[src/rtl/quick_add_pkg.sv]
// ============================================================================
// Module   : quick_add_pkg
// Purpose  : Shared types, widths and defaults for the Quick Add round logic.
// Revision : 1.0 - initial release
// ============================================================================
`default_nettype none

package quick_add_pkg;

    localparam int TIME_W  = 16;
    localparam int SCORE_W = 8;
    localparam int BONUS_W = 4;
    localparam int FLASH_W = 4;

    localparam logic [TIME_W-1:0] DEF_START_TIME  = 16'h0020;
    localparam int                DEF_BONUS       = 4;
    localparam int                DEF_MAX_SCORE   = 15;
    localparam int                DEF_FLASH_TICKS = 4;

    typedef enum logic [2:0] {
        ST_IDLE  = 3'd0,
        ST_LOAD  = 3'd1,
        ST_RUN   = 3'd2,
        ST_BONUS = 3'd3,
        ST_OVER  = 3'd4,
        ST_WIN   = 3'd5
    } state_t;

    function automatic logic [SCORE_W-1:0] sat_inc(input logic [SCORE_W-1:0] v);
        return (v == '1) ? v : v + SCORE_W'(1);
    endfunction

endpackage

`default_nettype wire

[src/rtl/quick_add_round_ctrl_flash_blinker.sv]
// ============================================================================
// Module   : flash_blinker
// Purpose  : Toggles its output once every FLASH_TICKS enabled tick pulses.
// Revision : 1.0 - initial release
// ============================================================================
`default_nettype none

module flash_blinker
    import quick_add_pkg::*;
#(
    parameter int FLASH_TICKS = DEF_FLASH_TICKS
) (
    input  logic clk_in,
    input  logic rst_in,
    input  logic en_in,
    input  logic clr_in,
    input  logic tick_in,
    output logic flash_out
);

    logic [FLASH_W-1:0] cnt_q, cnt_d;
    logic               flash_q, flash_d;

    always_comb begin
        cnt_d   = cnt_q;
        flash_d = flash_q;
        if (clr_in) begin
            cnt_d   = '0;
            flash_d = 1'b0;
        end else if (en_in && tick_in) begin
            if (cnt_q >= FLASH_W'(FLASH_TICKS - 1)) begin
                cnt_d   = '0;
                flash_d = ~flash_q;
            end else begin
                cnt_d = cnt_q + FLASH_W'(1);
            end
        end
    end

    always_ff @(posedge clk_in) begin
        if (rst_in) begin
            cnt_q   <= '0;
            flash_q <= 1'b0;
        end else begin
            cnt_q   <= cnt_d;
            flash_q <= flash_d;
        end
    end

    assign flash_out = flash_q;

endmodule

`default_nettype wire

[src/rtl/quick_add_round_ctrl.sv]
// ============================================================================
// Module   : quick_add_round_ctrl
// Purpose  : Round controller driving the Quick Add time counter and display.
// Revision : 1.0 - initial release
// ============================================================================
`default_nettype none

module quick_add_round_ctrl
    import quick_add_pkg::*;
#(
    parameter logic [TIME_W-1:0] START_TIME  = DEF_START_TIME,
    parameter int                BONUS       = DEF_BONUS,
    parameter int                MAX_SCORE   = DEF_MAX_SCORE,
    parameter int                FLASH_TICKS = DEF_FLASH_TICKS
) (
    input  logic                clk_in,
    input  logic                rst_in,
    input  logic                start_in,
    input  logic                tick_in,
    input  logic                ans_valid_in,
    input  logic                ans_correct_in,
    input  logic [TIME_W-1:0]   cnt_q_in,
    input  logic                cnt_utc_in,
    input  logic                cnt_dtc_in,
    output logic [TIME_W-1:0]   cnt_din_out,
    output logic                cnt_ld_out,
    output logic                cnt_up_out,
    output logic                cnt_dw_out,
    output logic [SCORE_W-1:0]  score_out,
    output logic                active_out,
    output logic                timeout_out,
    output logic                win_out,
    output logic                flash_out,
    output logic [2:0]          state_out
);

    state_t               state_q, state_d;
    logic [SCORE_W-1:0]   score_q, score_d;
    logic [BONUS_W-1:0]   bonus_q, bonus_d;
    logic                 pending_q, pending_d;
    logic                 timeout_q, timeout_d;
    logic                 ld_c, up_c, dw_c;
    logic                 at_zero, at_full;
    logic                 in_disp;
    logic                 flash_raw;

    // The count value backs up the flags so a glitched flag cannot wrap the timer.
    assign at_zero = cnt_dtc_in | (cnt_q_in == '0);
    assign at_full = cnt_utc_in | (cnt_q_in == '1);

    always_comb begin
        state_d   = state_q;
        score_d   = score_q;
        bonus_d   = bonus_q;
        pending_d = pending_q;
        ld_c      = 1'b0;
        up_c      = 1'b0;
        dw_c      = 1'b0;
        case (state_q)
            ST_IDLE: begin
                if (start_in) state_d = ST_LOAD;
            end
            ST_LOAD: begin
                ld_c      = 1'b1;
                score_d   = '0;
                pending_d = 1'b0;
                bonus_d   = '0;
                state_d   = ST_RUN;
            end
            ST_RUN: begin
                dw_c = (tick_in | pending_q) & ~at_zero;
                if (dw_c) pending_d = 1'b0;
                if (at_zero) begin
                    state_d = ST_OVER;
                end else if (ans_valid_in && ans_correct_in) begin
                    score_d = sat_inc(score_q);
                    if (score_d == SCORE_W'(MAX_SCORE)) begin
                        state_d = ST_WIN;
                    end else begin
                        state_d = ST_BONUS;
                        bonus_d = BONUS_W'(BONUS);
                    end
                end
            end
            ST_BONUS: begin
                up_c    = ~at_full;
                bonus_d = bonus_q - BONUS_W'(1);
                if (tick_in) pending_d = 1'b1;
                if (bonus_q <= BONUS_W'(1)) state_d = ST_RUN;
            end
            ST_OVER, ST_WIN: begin
                if (start_in) state_d = ST_LOAD;
            end
            default: state_d = ST_IDLE;
        endcase
        timeout_d = (state_d == ST_OVER) && (state_q != ST_OVER);
    end

    always_ff @(posedge clk_in) begin
        if (rst_in) begin
            state_q   <= ST_IDLE;
            score_q   <= '0;
            bonus_q   <= '0;
            pending_q <= 1'b0;
            timeout_q <= 1'b0;
        end else begin
            state_q   <= state_d;
            score_q   <= score_d;
            bonus_q   <= bonus_d;
            pending_q <= pending_d;
            timeout_q <= timeout_d;
        end
    end

    assign in_disp = (state_q == ST_OVER) || (state_q == ST_WIN);

    flash_blinker #(
        .FLASH_TICKS (FLASH_TICKS)
    ) u_flash (
        .clk_in    (clk_in),
        .rst_in    (rst_in),
        .en_in     (in_disp),
        .clr_in    (~in_disp),
        .tick_in   (tick_in),
        .flash_out (flash_raw)
    );

    // Everything but the preset value is forced low while reset is held.
    assign cnt_din_out = START_TIME;
    assign cnt_ld_out  = ld_c & ~rst_in;
    assign cnt_up_out  = up_c & ~rst_in;
    assign cnt_dw_out  = dw_c & ~rst_in;
    assign score_out   = rst_in ? '0 : score_q;
    assign active_out  = ~rst_in & ((state_q == ST_RUN) || (state_q == ST_BONUS));
    assign timeout_out = timeout_q & ~rst_in;
    assign win_out     = ~rst_in & (state_q == ST_WIN);
    assign flash_out   = flash_raw & in_disp & ~rst_in;
    assign state_out   = rst_in ? 3'd0 : state_q;

endmodule

`default_nettype wire
[config.mk]
export PLATFORM = sky130hd
export DESIGN_NAME = quick_add_round_ctrl
export DESIGN_NICKNAME = d
export VERILOG_FILES = /design/src/rtl/quick_add_pkg.sv /design/src/rtl/quick_add_round_ctrl_flash_blinker.sv /design/src/rtl/quick_add_round_ctrl.sv
export SDC_FILE = /design/constraint.sdc
export NUM_CORES = 1
export LEC_CHECK = 0
export ABC_AREA = 1
export BUFFER_PORTS_ARGS = -buffer_cell sky130_fd_sc_hd__buf_2
export CAP_MARGIN = 20
export CORE_MARGIN = 2
export CORE_UTILIZATION = 25
export CTS_CLUSTER_SIZE = 14
export DETAILED_ROUTE_END_ITERATION = 7
export GPL_TIMING_DRIVEN = 1
export PLACE_DENSITY_LB_ADDON = 0.25
export SLEW_MARGIN = 30
export SYNTH_ARGS = -nofsm -noshare
export SYNTH_HDL_FRONTEND = slang
export SYNTH_SLANG_ARGS = --single-unit
[constraint.sdc]
create_clock -name clk_in -period 4.97 [get_ports clk_in]
set_input_delay 0 -clock clk_in [delete_from_list [all_inputs] [get_ports clk_in]]
set_output_delay 0 -clock clk_in [all_outputs]
set_load 0.05 [all_outputs]
==> results.sh, run 1 <==
export IMPL_status="finished clean"
export IMPL_post_cts_buffers=0
export IMPL_cts_num_sinks=22
export IMPL_ios=58
export IMPL_grt_max_degree=35
export IMPL_finalMaxSlewViolations=0
export IMPL_ys_top_cells_by_count="nand2_1, inv_1, nor2_1, dfxtp_1, buf_4"
export IMPL_hold_viol_final=0
export IMPL_design_area_um2=1910
export IMPL_filler_cell_count=726
export IMPL_drv_cap=0
export IMPL_synthTopCellsByArea="dfxtp_1, nand2_1, inv_1, nor2_1, buf_4"
export IMPL_gp_congestion=0.788
export IMPL_syn_avg_cell_area_um2=6.46
export IMPL_synth_seq_cells=22
export IMPL_fin_setup_tns_ns=0
export IMPL_period_minus_slack_ns=1.79
export IMPL_top_usage_layer="met2"
export IMPL_worst_clock_skew_ns=0.00264
export IMPL_cts_inserted_buffers=3
export IMPL_drc=0
export IMPL_rows=29
export IMPL_insertion_delay_ns=0.26
export IMPL_met2_usage=0.204
export IMPL_finalSetupViolations=0
export IMPL_n_antenna_cell=0
export IMPL_start_util=0.257
export IMPL_cts_tree="built"
export IMPL_syn_to_final_growth_pct=16.8
export IMPL_drt_iter0_drc=55
export IMPL_critical_path_class="reg2reg"
export IMPL_relSlewSlack=0.600
export IMPL_clk_pin_slew_ns=0.08
export IMPL_io_buffers=41
export IMPL_synth_cells=253
export IMPL_powerDensity_nw_per_um2=216
export IMPL_ctsRootBufferMaster="clkbuf_8"
export IMPL_grt_setup_unrepaired="no"
export IMPL_synth_most_common_cell="nand2_1"
export IMPL_drtPass1Iterations=4
export IMPL_drive_above_1_share=0.219
export IMPL_postCtsResizedCells=0
export IMPL_crit_path_max_fanout=5
export IMPL_max_freq_ghz=0.559
export IMPL_die_w_um=84.8
export IMPL_htreeDepth=1
export IMPL_place_area_um2=1850
export IMPL_seq_area_frac_synth=0.270
export IMPL_fin_nets=321
export IMPL_synth_top_area_cell="dfxtp_1"
export IMPL_die_height_um=84.8
export IMPL_synth_ff_type="dfxtp_1"
export IMPL_synth_enable_flop_cells=0
export IMPL_cp_start_kind="flop"
export IMPL_synth_top_area_share=0.270
export IMPL_totalWireLength_mm=3.82
export IMPL_crit_chain="ha_1, nand2_2, nor2_4, nand3_1, nand2_1, nand3_1, nor2_2, nand3_2, nand2_2, nand2_1, a21oi_2"
export IMPL_yosys_warnings=0
export IMPL_grt_pass1_wl_mm=6.65
export IMPL_cp_required_ns=5.17
export IMPL_synth_area_um2=1630
export IMPL_async_flop_share=0
export IMPL_antenna_found_initial=0
export IMPL_grt_usage=0.110
export IMPL_ctsHoldBuffers=0
export IMPL_overflow=0
export IMPL_slowest_stage="dfxtp_1"
export IMPL_critPathMaxStageDelay_ns=0.41
export IMPL_path_buf_inv=0
export IMPL_post_drt_wl_per_cell_um=10.3
export IMPL_power_leakage_nw=0.895
export IMPL_dieArea_um2=7200
export IMPL_finalCritPeriodShare=0.360
export IMPL_ir_drop_mv=0.0918
export IMPL_crit_family="simple AND/OR/NAND/NOR gates"
export IMPL_synth_cell_types=33
export IMPL_holdCritPathClass="in2reg"
export IMPL_core_area_um2=6350
export IMPL_grt_met3_usage=0.0263
export IMPL_vias_per_cell=4.44
export IMPL_setup_worst_path_end_class="flop"
export IMPL_cts_max_path_buffers=2
export IMPL_use_met1=0.124
export IMPL_arrival_ns=1.99
export IMPL_via_count=1637
export IMPL_worst_slew_pin_slew_ns=0.600
export IMPL_grt_pass1_vias=1588
export IMPL_hpwl_mm=3.15
export IMPL_ant_nets=0
==> report_power, final <==
| group | total, mW | internal, mW | switching, mW | leakage, nW |
|---|---|---|---|---|
| clock network | 0.129 | 0.0706 | 0.0583 | 0.0288 |
| logic | 0.0959 | 0.0233 | 0.0725 | 0.689 |
| registers | 0.187 | 0.181 | 0.00600 | 0.178 |
| total | 0.411 | 0.275 | 0.137 | 0.895 |
==> stage by stage <==
stage,utilization,hold slack [ns],worst slack [ns],power [mW],instances
finish,0.300,0.0165,3.18,0.411,369
global route,0.300,0.0443,2.97,0.437,369
CTS,0.300,0.0157,3.17,0.416,369
detailed placement,0.292,0.294,3.20,0.287,365
global placement,0.292,0.300,3.21,0.287,365
floorplan,-,0.186,2.83,0.276,267
==> cell usage in the layout (no fill, tap or decap), types with 2 or more instances in the layout <==
| cell type | n |
|---|---|
| inv_2 | 2 |
| xor2_1 | 2 |
| nor2_2 | 4 |
| clkbuf_8 | 4 |
| a21oi_2 | 3 |
| inv_1 | 43 |
| a22o_1 | 2 |
| nand2_1 | 44 |
| ha_1 | 4 |
| o21ai_2 | 2 |
| conb_1 | 16 |
| nand2_2 | 2 |
| nor3_1 | 6 |
| o31ai_1 | 2 |
| nor4_1 | 5 |
| nor2_4 | 2 |
| nand3_1 | 13 |
| buf_2 | 41 |
| dfxtp_1 | 22 |
| a22oi_1 | 5 |
| nand3_2 | 2 |
| nand3b_1 | 3 |
| a21oi_1 | 12 |
| o21ai_0 | 4 |
| nand4_1 | 5 |
| nor2_1 | 36 |
==> sequential cells by signal (all words and copies together) (netlist names) <==
signal	count
bonus_q	4
u_flash.cnt_q	4
timeout_q	1
score_q	8
u_flash.flash_out	1
state_q	3
pending_q	1
==> area by class of cell <==
cell class / instances / area, um2 / area share
clock buffers: 4 / 55.1 / 0.0289
well taps: 77 / 96.3 / 0.0505
repair buffers: 41 / 205 / 0.108
flip-flops and latches: 22 / 440 / 0.231
multi-input cells: 180 / 942 / 0.494
inverters: 45 / 169 / 0.0885
==> layer usage <==
layer	share of wire	wire length, um	up-vias
met4	0.013	48	0
met2	0.49	1870	49
met5	0	0	-
met1	0.45	1730	727
met3	0.043	165	6
li1	-	-	855
==> logic make-up after synthesis <==
family          share of synthesized area
simple gates                        0.360
buf+inv                             0.186
compound gates                      0.132
flops                               0.270
fa+ha+maj                          0.0306
other cells                       0.00460
xor+xnor                           0.0107
mux                               0.00613
==> worst reg2reg max path, delay by kind of cell, from the launching register on <==
| kind | cells | cell delay, ns |
|---|---|---|
| AND/OR/NAND/NOR | 9 | 0.95 |
| flip-flops | 1 | 0.41 |
| adder cells (fa/ha/maj) | 1 | 0.25 |
| AO/OA/AOI/OAI | 1 | 0.11 |
==> path summary, 6_finish.rpt <==
path / startpoint / endpoint / slack, ns / cells after the start
setup / recovery: score_q[1] / bonus_q[1] / 3.18 / 11
hold / removal: start_in / state_q[2] / 0.02 / 3
setup reg to reg: score_q[1] / bonus_q[1] / 3.18 / 11
hold reg to reg: u_flash.cnt_q[3] / u_flash.cnt_q[3] / 0.45 / 2
(Power assumes the default switching activity.)
==> run 2, diff against run 1 <==
--- a/config.mk
+++ b/config.mk
@@ -5,7 +5,7 @@
 export SDC_FILE = /design/constraint.sdc
 export NUM_CORES = 1
 export LEC_CHECK = 0
-export ABC_AREA = 1
+export ABC_AREA = 0
 export BUFFER_PORTS_ARGS = -buffer_cell sky130_fd_sc_hd__buf_2
 export CAP_MARGIN = 20
 export CORE_MARGIN = 2
==> constraint.sdc (replaced) <==
create_clock -name clk_in -period 1.55 [get_ports clk_in]
set_input_delay 0 -clock clk_in [delete_from_list [all_inputs] [get_ports clk_in]]
set_output_delay 0 -clock clk_in [all_outputs]
set_load 0.05 [all_outputs]
==> run 2 against run 1 <==
The run now ends with negative setup slack left. Routed wire length increased by 19%. Clock-buffer cell count shrank 1. Die area is 3.7% lower. Critical endpoint is now bonus_q[3]. First-iteration DRC count is 51% higher. Largest power group unchanged. Sequential cell count is the same.
==> results.sh, run 2 <==
export IMPL_async_flop_share=0
export IMPL_seqPwrFrac=0.405
export IMPL_crit_family="compound AO/OA/AOI/OAI gates"
export IMPL_overflow=0
export IMPL_hold_viol_final=0
export IMPL_cts_inserted_buffers=3
export IMPL_endpoint="bonus_q[3]"
export IMPL_max_freq_ghz=0.587
export IMPL_yosys_warnings=0
export IMPL_regMostFlops="score_q"
export IMPL_fin_setup_tns_ns=-0.726
export IMPL_syn_to_final_growth_pct=49.5
export IMPL_synth_area_um2=1570
export IMPL_ctsRootBufferMaster="clkbuf_8"
export IMPL_place_area_um2=2180
export IMPL_comb_power_share=0.212
export IMPL_post_drt_wl_per_cell_um=12.9
export IMPL_slowest_stage="dfxtp_4"
export IMPL_design_area_um2=2350
export IMPL_syn_avg_cell_area_um2=8.05
export IMPL_totalWireLength_mm=4.56
export IMPL_finalSetupViolations=7
export IMPL_start_util=0.262
export IMPL_synthTopCellsByArea="dfxtp_1, buf_4, a21oi_1, nor2b_1, nor2_1"
export IMPL_sw_frac_of_total=0.293
export IMPL_final_common_cell="buf_4"
export IMPL_drtPass1Iterations=4
export IMPL_power_switching_uw=419
export IMPL_setup_worst_path_end_class="flop"
export IMPL_critPathMaxStageDelay_ns=0.36
export IMPL_reg2reg_from="score_q[0]"
export IMPL_reg2reg_slack_ns=-0.15
export IMPL_cts_max_path_buffers=2
export IMPL_synth_cell_types=52
export IMPL_relSlewSlack=0.647
export IMPL_core_area_um2=5990
export IMPL_ios=58
export IMPL_drive_above_1_share=0.469
export IMPL_reg_top3="score_q x8, bonus_q x4, u_flash.cnt_q x4"
export IMPL_synth_ff_type="dfxtp_1"
export IMPL_critical_path_class="reg2reg"
export IMPL_hpwl_mm=3.69
export IMPL_path_buf_inv=1
export IMPL_holdCritPathClass="in2reg"
export IMPL_cp_required_ns=1.71
export IMPL_startpoint="score_q[0]"
export IMPL_finalCritPeriodShare=1.10
export IMPL_powerDensity_nw_per_um2=609
export IMPL_fin_nets=306
export IMPL_rows=28
export IMPL_ir_drop_mv=0.310
export IMPL_min_delay_start="start_in"
export IMPL_synth_top_area_share=0.280
export IMPL_htreeDepth=1
export IMPL_die_w_um=83.3
export IMPL_antenna_found_initial=0
export IMPL_synth_enable_flop_cells=0
export IMPL_via_count=1700
export IMPL_status="complete, but fails checks"
export IMPL_path_depth=7
export IMPL_crit_chain="ha_4, and4_1, a21oi_2, o32ai_4, buf_4, and3_4, o32a_1"
export IMPL_dieArea_um2=6930
export IMPL_io_buffers=41
export IMPL_ant_nets=0
export IMPL_worst_slew_pin_slew_ns=0.524
export IMPL_internal_power_mw=1.01
export IMPL_synth_top_area_cell="dfxtp_1"
export IMPL_layout_common_cells="buf_4, buf_2, conb_1"
export IMPL_grt_pass1_wl_mm=7.69
export IMPL_reg2reg_to="bonus_q[3]"
export IMPL_synth_seq_cells=22
export IMPL_power_leakage_nw=0.989
export IMPL_grt_setup_unrepaired="yes"
export IMPL_n_antenna_cell=0
export IMPL_final_cells=352
export IMPL_synth_cells=195
export IMPL_worst_clock_skew_ns=0.00189
export IMPL_ys_top_cells_by_count="dfxtp_1, buf_4, a21oi_1, nor2_1"
export IMPL_cp_start_kind="flop"
export IMPL_cts_tree="built"
export IMPL_gp_congestion=0.866
export IMPL_synth_most_common_cell="dfxtp_1"
export IMPL_period_minus_slack_ns=1.70
export IMPL_finalMaxSlewViolations=0
export IMPL_largest_reg_flops=8
export IMPL_seq_area_frac_synth=0.280
export IMPL_cts_num_sinks=22
export IMPL_ctsHoldBuffers=0
export IMPL_grt_pass1_vias=1648
export IMPL_r2r_cells=7
export IMPL_die_height_um=83.3
export IMPL_violations="negative setup slack"
export IMPL_drt_iter0_drc=83
export IMPL_arrival_ns=1.86
export IMPL_p_clk_frac=0.383
export IMPL_insertion_delay_ns=0.26
export IMPL_setup_slack_ns=-0.154
export IMPL_drv_cap=0
export IMPL_placedCellCount=344
export IMPL_drc=0
export IMPL_clk_pin_slew_ns=0.09
export IMPL_crit_path_max_fanout=6
export IMPL_vias_per_cell=4.83
export IMPL_grt_max_degree=26
export IMPL_grt_usage=0.132
[run 2: changes by cell type after synthesis, moves of 6 or more]
cell	before	now
and3_1	0	7
buf_2	0	6
inv_1	43	6
nand2_1	44	9
nor2_1	36	14
nor2b_1	0	9
[run 2: kinds of logic (layout without fill, tap and decap cells)]
group           after synthesis  count (layout)  share of synthesized area
mux                           1               1                    0.00637
fa+ha+maj                     4               4                     0.0319
xor+xnor                      1               1                    0.00558
buf+inv                      34             102                      0.127
flops                        22              22                      0.280
simple gates                 82              82                      0.300
other cells                   2              16                    0.00478
compound gates               49              49                      0.244
[run 2: how the worst min path moves through the flow]
stage | cells after the start | end | slack [ns]
after floorplan | 1 | cnt_up_out | 0.06
after global placement | 3 | state_q[0] | 0.33
after CTS | 3 | state_q[0] | 0.06
final | 3 | state_q[0] | 0.05
after global routing | 3 | state_q[0] | 0.08
after detailed placement | 3 | cnt_up_out | 0.34
[run 2: layout make-up]
class | count | area [um2]
Clock inverter | 1 | 30.0
Tap cell | 75 | 93.8
Sequential cell | 22 | 454
Multi-Input combinational cell | 153 | 1080
Inverter | 7 | 26.3
Timing Repair Buffer | 91 | 617
Clock buffer | 3 | 41.3
Fill cell | 600 | 3640
[run 2: repair_timing]
item | CTS | global route
setup buffers | 4 | 0
pin swaps | 2 | 1
endpoints found under the setup margin | 9 | 17
gates resized for setup | 9 | 16
[run 2: worst register-to-register path: cells and delay by family (launching register included)]
| kind | cells | cell delay, ns |
|---|---|---|
| buffers and inverters | 1 | 0.15 |
| adder cells (fa/ha/maj) | 1 | 0.18 |
| flip-flops | 1 | 0.36 |
| AO/OA/AOI/OAI | 3 | 0.56 |
| AND/OR/NAND/NOR | 2 | 0.34 |
[run 2: power groups by stage]
| stage | logic [mW] | registers (mW) | clock network [mW] |
|---|---|---|---|
| 2_1_floorplan | 0.227 | 0.586 | 0 |
| 3_3_place_gp | 0.295 | 0.592 | 0 |
| 3_5_place_dp | 0.295 | 0.592 | 0 |
| 4_1_cts | 0.299 | 0.578 | 0.558 |
| 5_1_grt | 0.325 | 0.580 | 0.588 |
| 6_report | 0.303 | 0.579 | 0.547 |
[run 2: per-stage QoR]
stage | setup slack (ns) | hold WS (ns) | total power, mW | util
2_1_floorplan | -0.149 | 0.0637 | 0.813 | -
3_3_place_gp | -0.112 | 0.335 | 0.887 | 0.364
3_5_place_dp | -0.125 | 0.339 | 0.887 | 0.364
4_1_cts | -0.132 | 0.0568 | 1.44 | 0.386
5_1_grt | -0.240 | 0.0813 | 1.49 | 0.392
6_report | -0.154 | 0.0543 | 1.43 | 0.392
[run 2: layer usage]
layer	global-route usage	routed length (um)
met5	0	0
met4	0.0298	53
met3	0.0249	202
met2	0.216	2120
met1	0.180	2180
==> run 3, diff against run 2 <==
--- a/config.mk
+++ b/config.mk
@@ -8,8 +8,11 @@
 export ABC_AREA = 0
 export BUFFER_PORTS_ARGS = -buffer_cell sky130_fd_sc_hd__buf_2
 export CAP_MARGIN = 20
+export CELL_PAD_IN_SITES_DETAIL_PLACEMENT = 1
+export CELL_PAD_IN_SITES_GLOBAL_PLACEMENT = 1
 export CORE_MARGIN = 2
 export CORE_UTILIZATION = 25
+export CTS_CLUSTER_DIAMETER = 40
 export CTS_CLUSTER_SIZE = 14
 export DETAILED_ROUTE_END_ITERATION = 7
 export GPL_TIMING_DRIVEN = 1
==> run 3 against run 2 <==
The flow still finishes with violations (negative setup slack). Clock-buffer cell count is the same. Power grew 4.1%. Sequential cell count is the same. Global-route usage grew 2.8 points. Clock power grew 6.2%. Routed wire length grew 26%. First-iteration DRC count grew 13%. Cell count grew 1.7%. Setup slack gained 0.042 ns. Combinational power grew 7.3%. Largest power group unchanged.
==> results.sh, run 3 (same netlist as run 2, synthesis figures left out) <==
export IMPL_via_count=1801
export IMPL_placedCellCount=340
export IMPL_filler_cell_count=726
export IMPL_arrival_ns=1.82
export IMPL_max_freq_ghz=0.602
export IMPL_ant_nets=0
export IMPL_core_area_um2=5990
export IMPL_die_w_um=83.3
export IMPL_syn_to_final_growth_pct=57.3
export IMPL_drtPass1Iterations=4
export IMPL_power_leakage_nw=1.05
export IMPL_slowest_stage="dfxtp_4"
export IMPL_cts_num_sinks=22
export IMPL_finalCritPeriodShare=1.07
export IMPL_reg2reg_slack_ns=-0.11
export IMPL_seqPwrFrac=0.391
export IMPL_drt_iter0_drc=94
export IMPL_vias_per_cell=5.03
export IMPL_sw_frac_of_total=0.314
export IMPL_status="complete, but fails checks"
export IMPL_worst_slew_pin_slew_ns=0.567
export IMPL_relSlewSlack=0.618
export IMPL_finalMaxSlewViolations=0
export IMPL_regMostFlops="score_q"
export IMPL_final_cells=358
export IMPL_worst_clock_skew_ns=0.00394
export IMPL_cp_required_ns=1.71
export IMPL_hold_viol_final=0
export IMPL_crit_path_max_fanout=4
export IMPL_p_clk_frac=0.391
export IMPL_cts_max_path_buffers=2
export IMPL_hpwl_mm=4.14
export IMPL_reg_top3="score_q x8, bonus_q x4, u_flash.cnt_q x4"
export IMPL_path_depth=7
export IMPL_powerDensity_nw_per_um2=602
export IMPL_overflow=0
export IMPL_rows=28
export IMPL_design_area_um2=2470
export IMPL_place_area_um2=2140
export IMPL_io_buffers=41
export IMPL_crit_chain="ha_4, nand3_2, or2_4, o32ai_4, buf_6, a41o_1, a211oi_1"
export IMPL_holdCritPathClass="in2reg"
export IMPL_die_height_um=83.3
export IMPL_largest_reg_flops=8
export IMPL_cp_start_kind="flop"
export IMPL_critical_path_class="reg2reg"
export IMPL_drive_above_1_share=0.519
export IMPL_finalSetupViolations=7
export IMPL_clk_pin_slew_ns=0.10
export IMPL_final_common_cell="buf_4"
export IMPL_htreeDepth=1
export IMPL_period_minus_slack_ns=1.66
export IMPL_drc=0
export IMPL_grt_pass1_wl_mm=9.05
export IMPL_insertion_delay_ns=0.28
export IMPL_setup_slack_ns=-0.112
export IMPL_antenna_found_initial=0
export IMPL_violations="negative setup slack"
export IMPL_layout_common_cells="buf_4, buf_2, conb_1"
export IMPL_reg2reg_from="score_q[1]"
export IMPL_cts_tree="built"
export IMPL_totalWireLength_mm=5.73
export IMPL_gp_congestion=0.821
export IMPL_p_total_mw=1.49
export IMPL_critPathMaxStageDelay_ns=0.37
export IMPL_drv_cap=0
export IMPL_grt_setup_unrepaired="yes"
export IMPL_grt_usage=0.160
export IMPL_comb_power_share=0.218
export IMPL_post_drt_wl_per_cell_um=16.0
export IMPL_start_util=0.262
export IMPL_endpoint="state_q[1]"
export IMPL_cts_inserted_buffers=3
export IMPL_power_switching_uw=467
export IMPL_path_buf_inv=1
export IMPL_startpoint="score_q[1]"
export IMPL_n_antenna_cell=0
export IMPL_fin_nets=312
export IMPL_ios=58
export IMPL_hold_worst_slack_ns=0.0276
export IMPL_crit_family="compound AO/OA/AOI/OAI gates"
export IMPL_ctsRootBufferMaster="clkbuf_8"
export IMPL_r2r_cells=7
export IMPL_seq_area_um2=462
export IMPL_reg2reg_to="state_q[1]"
export IMPL_dp_slack_ns=-0.182
export IMPL_ir_drop_mv=0.269
export IMPL_multi_input_area_um2=1150
export IMPL_grt_pass1_vias=1797
export IMPL_setup_worst_path_end_class="flop"
export IMPL_dieArea_um2=6930
export IMPL_final_util=0.412
export IMPL_internal_power_mw=1.02
export IMPL_fin_setup_tns_ns=-0.436
export IMPL_grt_max_degree=26
[run 3: cell types whose count changed in the layout (fill, tap and decap cells not counted), moves of 3 or more]
cell | before | now
buf_6 | 3 | 8
dfxtp_1 | 15 | 11
dfxtp_2 | 5 | 8
and4_4 | 0 | 3
[run 3: worst min-delay path, stage by stage]
cell and delay (ns):
buf_2 0.11, nand3_1 0.07, a31oi_1 0.08
[run 3: per-layer routing]
layer | track usage | vias up | routed length (um)
met5 | 0 | - | 0
met4 | 0.0492 | 0 | 75
met3 | 0.0258 | 6 | 288
met2 | 0.267 | 53 | 2740
met1 | 0.210 | 864 | 2620
li1 | - | 878 | -
[run 3: area by class of cell]
| cell class | count | share of cell area |
|---|---|---|
| multi-input combinational | 154 | 0.467 |
| timing repair buffer | 96 | 0.267 |
| sequential | 22 | 0.187 |
| tap | 75 | 0.0380 |
| clock buffer | 3 | 0.0167 |
| clock inverter | 1 | 0.0122 |
| inverter | 7 | 0.0117 |
[run 3: timing repair]
action / 4_1_cts / 5_1_grt
pin swaps: 7 / 8
endpoints found under the setup margin: 18 / 18
buffers inserted: 5 / 8
resized for setup: 23 / 22
gates cloned: 0 / 1
hold buffers: 0 / 0
[run 3: worst min-delay path by stage]
stage | startpoint | end | cells past startpoint
6_report | start_in | state_q[0] | 3
5_1_grt | start_in | state_q[0] | 3
3_5_place_dp | start_in | state_q[0] | 3
4_1_cts | start_in | state_q[0] | 3
3_3_place_gp | start_in | state_q[0] | 3
2_1_floorplan | cnt_utc_in | cnt_up_out | 1
[run 3: power groups by stage]
| stage | clock network [mW] | logic (mW) | registers (mW) |
|---|---|---|---|
| finish | 0.581 | 0.325 | 0.581 |
| global route | 0.611 | 0.347 | 0.582 |
| CTS | 0.591 | 0.304 | 0.581 |
| detailed placement | 0 | 0.296 | 0.594 |
| global placement | 0 | 0.295 | 0.593 |
| floorplan | 0 | 0.227 | 0.586 |
